`src/rtl/fifo_pkg.sv`:
```
// Shared sizing constants and helpers for the threshold FIFO and its storage array.
package fifo_pkg;

  localparam int DATA_WIDTH_DEF = 12;
  localparam int ADDR_WIDTH_DEF = 3;
  localparam int CNT_WIDTH_DEF  = ADDR_WIDTH_DEF + 1;

  function automatic int depth_of(input int addr_width);
    return 2 ** addr_width;
  endfunction

  // Occupancy needs one extra bit so that a full FIFO (DEPTH) is representable.
  function automatic int cnt_width_of(input int addr_width);
    return addr_width + 1;
  endfunction

endpackage

```
`src/rtl/memoria_dual.sv`:
```
// DEPTH x DATA_WIDTH storage: one synchronous write port, one synchronous registered read port.
// Array is not reset; only the read-data register is cleared by reset.
module memoria_dual
  import fifo_pkg::*;
#(
  parameter int DATA_WIDTH = DATA_WIDTH_DEF,
  parameter int ADDR_WIDTH = ADDR_WIDTH_DEF
) (
  input  logic                  clk,
  input  logic                  rst_n,
  input  logic                  wr_en,
  input  logic [ADDR_WIDTH-1:0] wr_addr,
  input  logic [DATA_WIDTH-1:0] wr_data,
  input  logic                  rd_en,
  input  logic [ADDR_WIDTH-1:0] rd_addr,
  output logic [DATA_WIDTH-1:0] rd_data
);

  localparam int DEPTH = depth_of(ADDR_WIDTH);

  logic [DATA_WIDTH-1:0] mem [DEPTH];

  always_ff @(posedge clk) begin
    if (wr_en) mem[wr_addr] <= wr_data;
  end

  // Reads the pre-edge contents, so a same-slot write while full never bypasses.
  always_ff @(posedge clk or negedge rst_n) begin
    if (!rst_n)     rd_data <= '0;
    else if (rd_en) rd_data <= mem[rd_addr];
  end

endmodule

```
`src/rtl/fifo_umbral.sv`:
```
// Parametrised synchronous FIFO with runtime almost-empty/almost-full thresholds,
// occupancy count, registered read-valid strobe and sticky overflow/underflow flags.
module fifo_umbral
  import fifo_pkg::*;
#(
  parameter int DATA_WIDTH = DATA_WIDTH_DEF,
  parameter int ADDR_WIDTH = ADDR_WIDTH_DEF
) (
  input  logic                  clk,
  input  logic                  Reset,
  input  logic                  Enable,
  input  logic                  write_enable,
  input  logic                  read_enable,
  input  logic [DATA_WIDTH-1:0] FIFO_data_in,
  input  logic [ADDR_WIDTH:0]   umbral_bajo,
  input  logic [ADDR_WIDTH:0]   umbral_alto,
  input  logic                  clear_err,
  output logic [DATA_WIDTH-1:0] FIFO_data_out,
  output logic                  data_valid,
  output logic                  FIFO_empty,
  output logic                  FIFO_full,
  output logic                  FIFO_almost_empty,
  output logic                  FIFO_almost_full,
  output logic [ADDR_WIDTH:0]   count,
  output logic                  error_overflow,
  output logic                  error_underflow
);

  localparam int              CW        = cnt_width_of(ADDR_WIDTH);
  localparam logic [CW-1:0]   DEPTH_CNT = CW'(depth_of(ADDR_WIDTH));

  logic [ADDR_WIDTH-1:0] wr_ptr;
  logic [ADDR_WIDTH-1:0] rd_ptr;
  logic [CW-1:0]         count_q;
  logic                  rd_acc;
  logic                  wr_acc;
  logic                  ovf_set;
  logic                  unf_set;

  assign count             = count_q;
  assign FIFO_empty        = (count_q == '0);
  assign FIFO_full         = (count_q == DEPTH_CNT);
  assign FIFO_almost_empty = (count_q <= umbral_bajo);
  assign FIFO_almost_full  = (count_q >= umbral_alto);

  // A read on a full FIFO frees the slot the write needs in the same edge.
  assign rd_acc  = Enable && read_enable && !FIFO_empty;
  assign wr_acc  = Enable && write_enable && (!FIFO_full || rd_acc);

  // Read+write while empty is a normal request, so it is not an underflow.
  assign ovf_set = write_enable && FIFO_full && !rd_acc;
  assign unf_set = read_enable && FIFO_empty && !write_enable;

  always_ff @(posedge clk or negedge Reset) begin
    if (!Reset) begin
      wr_ptr  <= '0;
      rd_ptr  <= '0;
      count_q <= '0;
    end else begin
      if (wr_acc) wr_ptr <= wr_ptr + ADDR_WIDTH'(1);
      if (rd_acc) rd_ptr <= rd_ptr + ADDR_WIDTH'(1);
      case ({wr_acc, rd_acc})
        2'b10:   count_q <= count_q + CW'(1);
        2'b01:   count_q <= count_q - CW'(1);
        default: count_q <= count_q;
      endcase
    end
  end

  always_ff @(posedge clk or negedge Reset) begin
    if (!Reset) data_valid <= 1'b0;
    else        data_valid <= rd_acc;
  end

  // Set has priority over clear; nothing changes while Enable is low.
  always_ff @(posedge clk or negedge Reset) begin
    if (!Reset) begin
      error_overflow  <= 1'b0;
      error_underflow <= 1'b0;
    end else if (Enable) begin
      if (ovf_set)        error_overflow  <= 1'b1;
      else if (clear_err) error_overflow  <= 1'b0;
      if (unf_set)        error_underflow <= 1'b1;
      else if (clear_err) error_underflow <= 1'b0;
    end
  end

  memoria_dual #(
    .DATA_WIDTH (DATA_WIDTH),
    .ADDR_WIDTH (ADDR_WIDTH)
  ) u_mem (
    .clk     (clk),
    .rst_n   (Reset),
    .wr_en   (wr_acc),
    .wr_addr (wr_ptr),
    .wr_data (FIFO_data_in),
    .rd_en   (rd_acc),
    .rd_addr (rd_ptr),
    .rd_data (FIFO_data_out)
  );

endmodule

```
`config.mk`:
```
export PLATFORM = sky130hd
export DESIGN_NAME = fifo_umbral
export DESIGN_NICKNAME = d
export VERILOG_FILES = /design/src/rtl/fifo_pkg.sv /design/src/rtl/memoria_dual.sv /design/src/rtl/fifo_umbral.sv
export SDC_FILE = /design/constraint.sdc
export NUM_CORES = 1
export LEC_CHECK = 0
export BUFFER_PORTS_ARGS = -buffer_cell sky130_fd_sc_hd__clkbuf_2
export CORE_MARGIN = 5
export CORE_UTILIZATION = 55
export DETAILED_ROUTE_END_ITERATION = 10
export PLACE_DENSITY_LB_ADDON = 0.25
export RECOVER_POWER = 25
export SYNTH_ARGS = -nofsm -noshare
export SYNTH_HDL_FRONTEND = slang
export SYNTH_SLANG_ARGS = --single-unit
```
`constraint.sdc`:
```
create_clock -name clk -period 2.85 [get_ports clk]
set_clock_uncertainty 0.05 [all_clocks]
set_input_delay 0.285 -clock clk [delete_from_list [all_inputs] [get_ports clk]]
set_output_delay 0.285 -clock clk [all_outputs]
set_load 0.03 [all_outputs]
```
==> reports/results.tsv <==
stage	metric	value	unit
clock_tree	Post-CTS Setup Bufs	0	
clock_tree	clock-pin slew on the worst setup and hold paths	60	ps
timing	Hold Vio Cnt, Final	0	
timing	Final setup viols	0	
final_layout	fin nets	402	
power	Max VDD drop	0.000655	V
timing	hold_ws	44.4	ps
timing	f_max	387	MHz
global_routing	vias in the first global route	2975	
synth	Post-Syn Instances	290	
synth	Synth Cell Area	5040	um^2
timing	min cycle time layout	2580	ps
synth	top post-synthesis cells by area	edfxtp_1, dfrtp_1, mux4_2	
detailed_routing	post-DR wirelength/cell	19.7	um
clock_tree	Bufs on Longest Clock Path	2	
final_layout	layout cell share with drive strength beyond 1	31.1	%
worst_setup_path	Crit path top cell by count	a21o_1	
clock_tree	Worst-Skew Late Latency	500	ps
synth	Most used DFF post-synth	edfxtp_1	
detailed_routing	via count	2773	
synth	register area share after synthesis	69.6	%
placed_design	Port Buffer Count	48	
placed_design	RePlAce Congestion	0.765	
power	switching pwr	1.99	mW
detailed_routing	Iter 0 DRT Violations	141	
clock_tree	Num CTS Buffers	17	
power	Reg power frac	38.3	%
timing	fin. max-slew vios	0	
final_layout	diode count	0	
timing	max_slew headroom	18.9	%
floorplan	Die Area	11200	um^2
worst_setup_path	buffers plus inverters on the worst setup path	2	
final_layout	Final Util	67.1	%
synth	Syn Area/Cell	17.4	um^2
worst_setup_path	critical path type	register to output pin	
synth	area share of the largest cell type after synthesis	57.2	%
power	sw frac	31.9	%
worst_hold_path	worst min path class	input port to register	
worst_setup_path	critical path's slowest cell	dfrtp_1	
power	overall power	6.23	mW
power	pwr dens	1030	nW/um^2
worst_setup_path	crit end category	output pin	
global_routing	Overall Global Routing Usage	19.0	%
run	MaxCap Viol Count	0	
worst_setup_path	worst-path fanout max	8	
detailed_routing	DRC viols	0	
timing	fin crit share	90.6	%
worst_setup_path	crit path DAT	2250	ps
floorplan	die width	106	um
power	Comb pwr share	30.2	%
floorplan	die height	106	um
detailed_routing	Detail Route Antenna Nets	0	
synth	largest area contributor in the netlist	edfxtp_1	
timing	post-route setup TNS	0	ps
final_layout	area grow syn2layout	20.6	%
detailed_routing	drt via density	5.69	
worst_setup_path	CP startpoint kind	register	
clock_tree	CTS root buf	clkbuf_8	
floorplan	initial core utilization	55.6	%
synth	synth unique cells	44	
clock_tree	clk sink count	121	
global_routing	initial antenna violation count	0	
floorplan	# IOs	49	
power	Int Pwr	4.25	mW
run_status	status	complete, no violations	
floorplan	row count	35	
global_routing	global route overflow	0	
clock_tree	htree depth	4	
power	clock power share	31.5	%
detailed_routing	Routed WL	9570	um
detailed_routing	DRT Pass-1 Iters	4	
worst_setup_path	Max stage delay on crit path	460	ps
clock_tree	# hold bufs at CTS	6	
global_routing	largest net degree at the start of global routing	29	
power	LEAKAGE	2.32	nW
floorplan	Core Area	9060	um^2
synth	syn_nets	329	
synth	Async SR Flop Fraction	20.7	%
placed_design	Post-DP HPWL	5970	um
timing	Worst Tran Pin Value	1210	ps
worst_setup_path	WP data required	2520	ps
timing	RSZ-0062 raised after global routing	false	
worst_setup_path	CP Cell Sequence	inv_1 -> ha_1 -> nand2b_1 -> a21o_1 -> a21o_1 -> a21o_1 -> clkbuf_2	
global_routing	first-pass GRT wire length	15800	um
clock_tree	CTS tree	done	
synth	register bit total from synthesis	121	
clock_tree	post-cts resize count	0	
worst_setup_path	Crit path max-delay family	compound AO/OA/AOI/OAI gates	
synth	Synth warnings	0	
synth	Post-synth EDFFs	96	
-- cell usage after synthesis (3+ instances only) --
| master | number |
|---|---|
| xnor2_1 | 3 |
| nand2_1 | 9 |
| edfxtp_1 | 96 |
| buf_2 | 4 |
| o21ai_0 | 3 |
| a21oi_1 | 15 |
| nor2_1 | 20 |
| xor2_1 | 4 |
| clkbuf_1 | 5 |
| mux2i_1 | 13 |
| inv_1 | 12 |
| nand2b_1 | 5 |
| dfrtp_1 | 25 |
| a21o_1 | 5 |
| nand4_1 | 3 |
| ha_1 | 12 |
| mux4_2 | 24 |
-- power groups by stage --
stage / Clock [mW] / Combinational, mW / Sequential [mW]
after floorplan: 0 / 1.19 / 2.58
after global placement: 0 / 1.85 / 2.40
after detailed placement: 0 / 1.90 / 2.42
after CTS: 2.00 / 1.92 / 2.39
after global routing: 2.09 / 2.06 / 2.43
final: 1.96 / 1.88 / 2.39
-- logic make-up after synthesis --
kind of cell / count (synthesis) / share of synthesized area (%)
AOI/OAI and AO/OA: 36 / 4.96
xor gates and xnor gates: 7 / 1.22
adders and majority gates: 13 / 3.38
buffers and inverters: 26 / 2.21
DFF: 121 / 69.6
muxes: 39 / 13.8
and+or+nand+nor: 48 / 4.82
-- placed cells by master, fill, tap and decap left out, types with 4 or more instances in the layout --
master,synthesis,layout
a21o_1,5,5
a21oi_1,15,15
buf_4,2,12
clkbuf_1,5,11
clkbuf_16,0,16
clkbuf_2,1,39
clkinv_2,0,6
dfrtp_1,25,25
dlygate4sd3_1,0,6
edfxtp_1,96,96
ha_1,12,12
inv_1,12,12
mux2i_1,13,13
mux4_2,24,24
nand2_1,9,9
nand2b_1,5,5
nor2_1,20,20
xor2_1,4,4
-- final timing paths --
path / start / slack (ps) / cells after the start / end
worst max-delay path: count[0]$_DFFE_PN0P_ / 270 / 7 / FIFO_almost_full
min in group asynchronous: Reset / 320 / 2 / count[0]$_DFFE_PN0P_
max in group asynchronous: Reset / 1950 / 2 / u_mem.rd_data[7]$_DFFE_PN0P_
worst min register to register: error_overflow$_DFFE_PN0P_ / 450 / 1 / error_overflow$_DFFE_PN0P_
worst min-delay path: clear_err / 40 / 3 / error_overflow$_DFFE_PN0P_
worst max register to register: count[0]$_DFFE_PN0P_ / 280 / 8 / count[3]$_DFFE_PN0P_
-- worst min-delay path, delay by kind of cell --
kind                   cells  cell delay (ps)
buffers and inverters      1               80
AO/OA/AOI/OAI              1              120
AND/OR/NAND/NOR            1               70
-- per-stage QoR --
step	worst slack (ps)	area, um^2	instances
3_5_place_dp	318	5480	449
6_report	267	6080	487
4_1_cts	233	6090	487
2_1_floorplan	242	5040	290
5_1_grt	92.3	6080	487
3_3_place_gp	430	5480	449
-- state kept, by name, indices dropped and copies added (netlist names) --
signal,flops
wr_ptr,3
u_mem.rd_data,12
error_overflow,1
data_valid,1
u_mem.mem,96
rd_ptr,3
count,4
error_underflow,1
-- layout make-up --
class                      instances  area [um^2]
fill                             627         2990
sequential                       121         3510
timing repair buffer              67          399
inverter                          13         48.8
tap                              111          139
clock buffer                      19          422
clock inverter                    13          130
multi-input combinational        143         1430
-- per-layer routing --
| layer | up-vias | GRT usage (%) | share of wire (%) |
|---|---|---|---|
| li1 | 1280 | - | - |
| met1 | 1422 | 25.8 | 46 |
| met2 | 63 | 30.1 | 49 |
| met3 | 8 | 5.33 | 4.3 |
| met4 | 0 | 6.38 | 0.99 |
| met5 | - | 0 | 0 |
No activity file was read; power rests on OpenSTA's default activity.
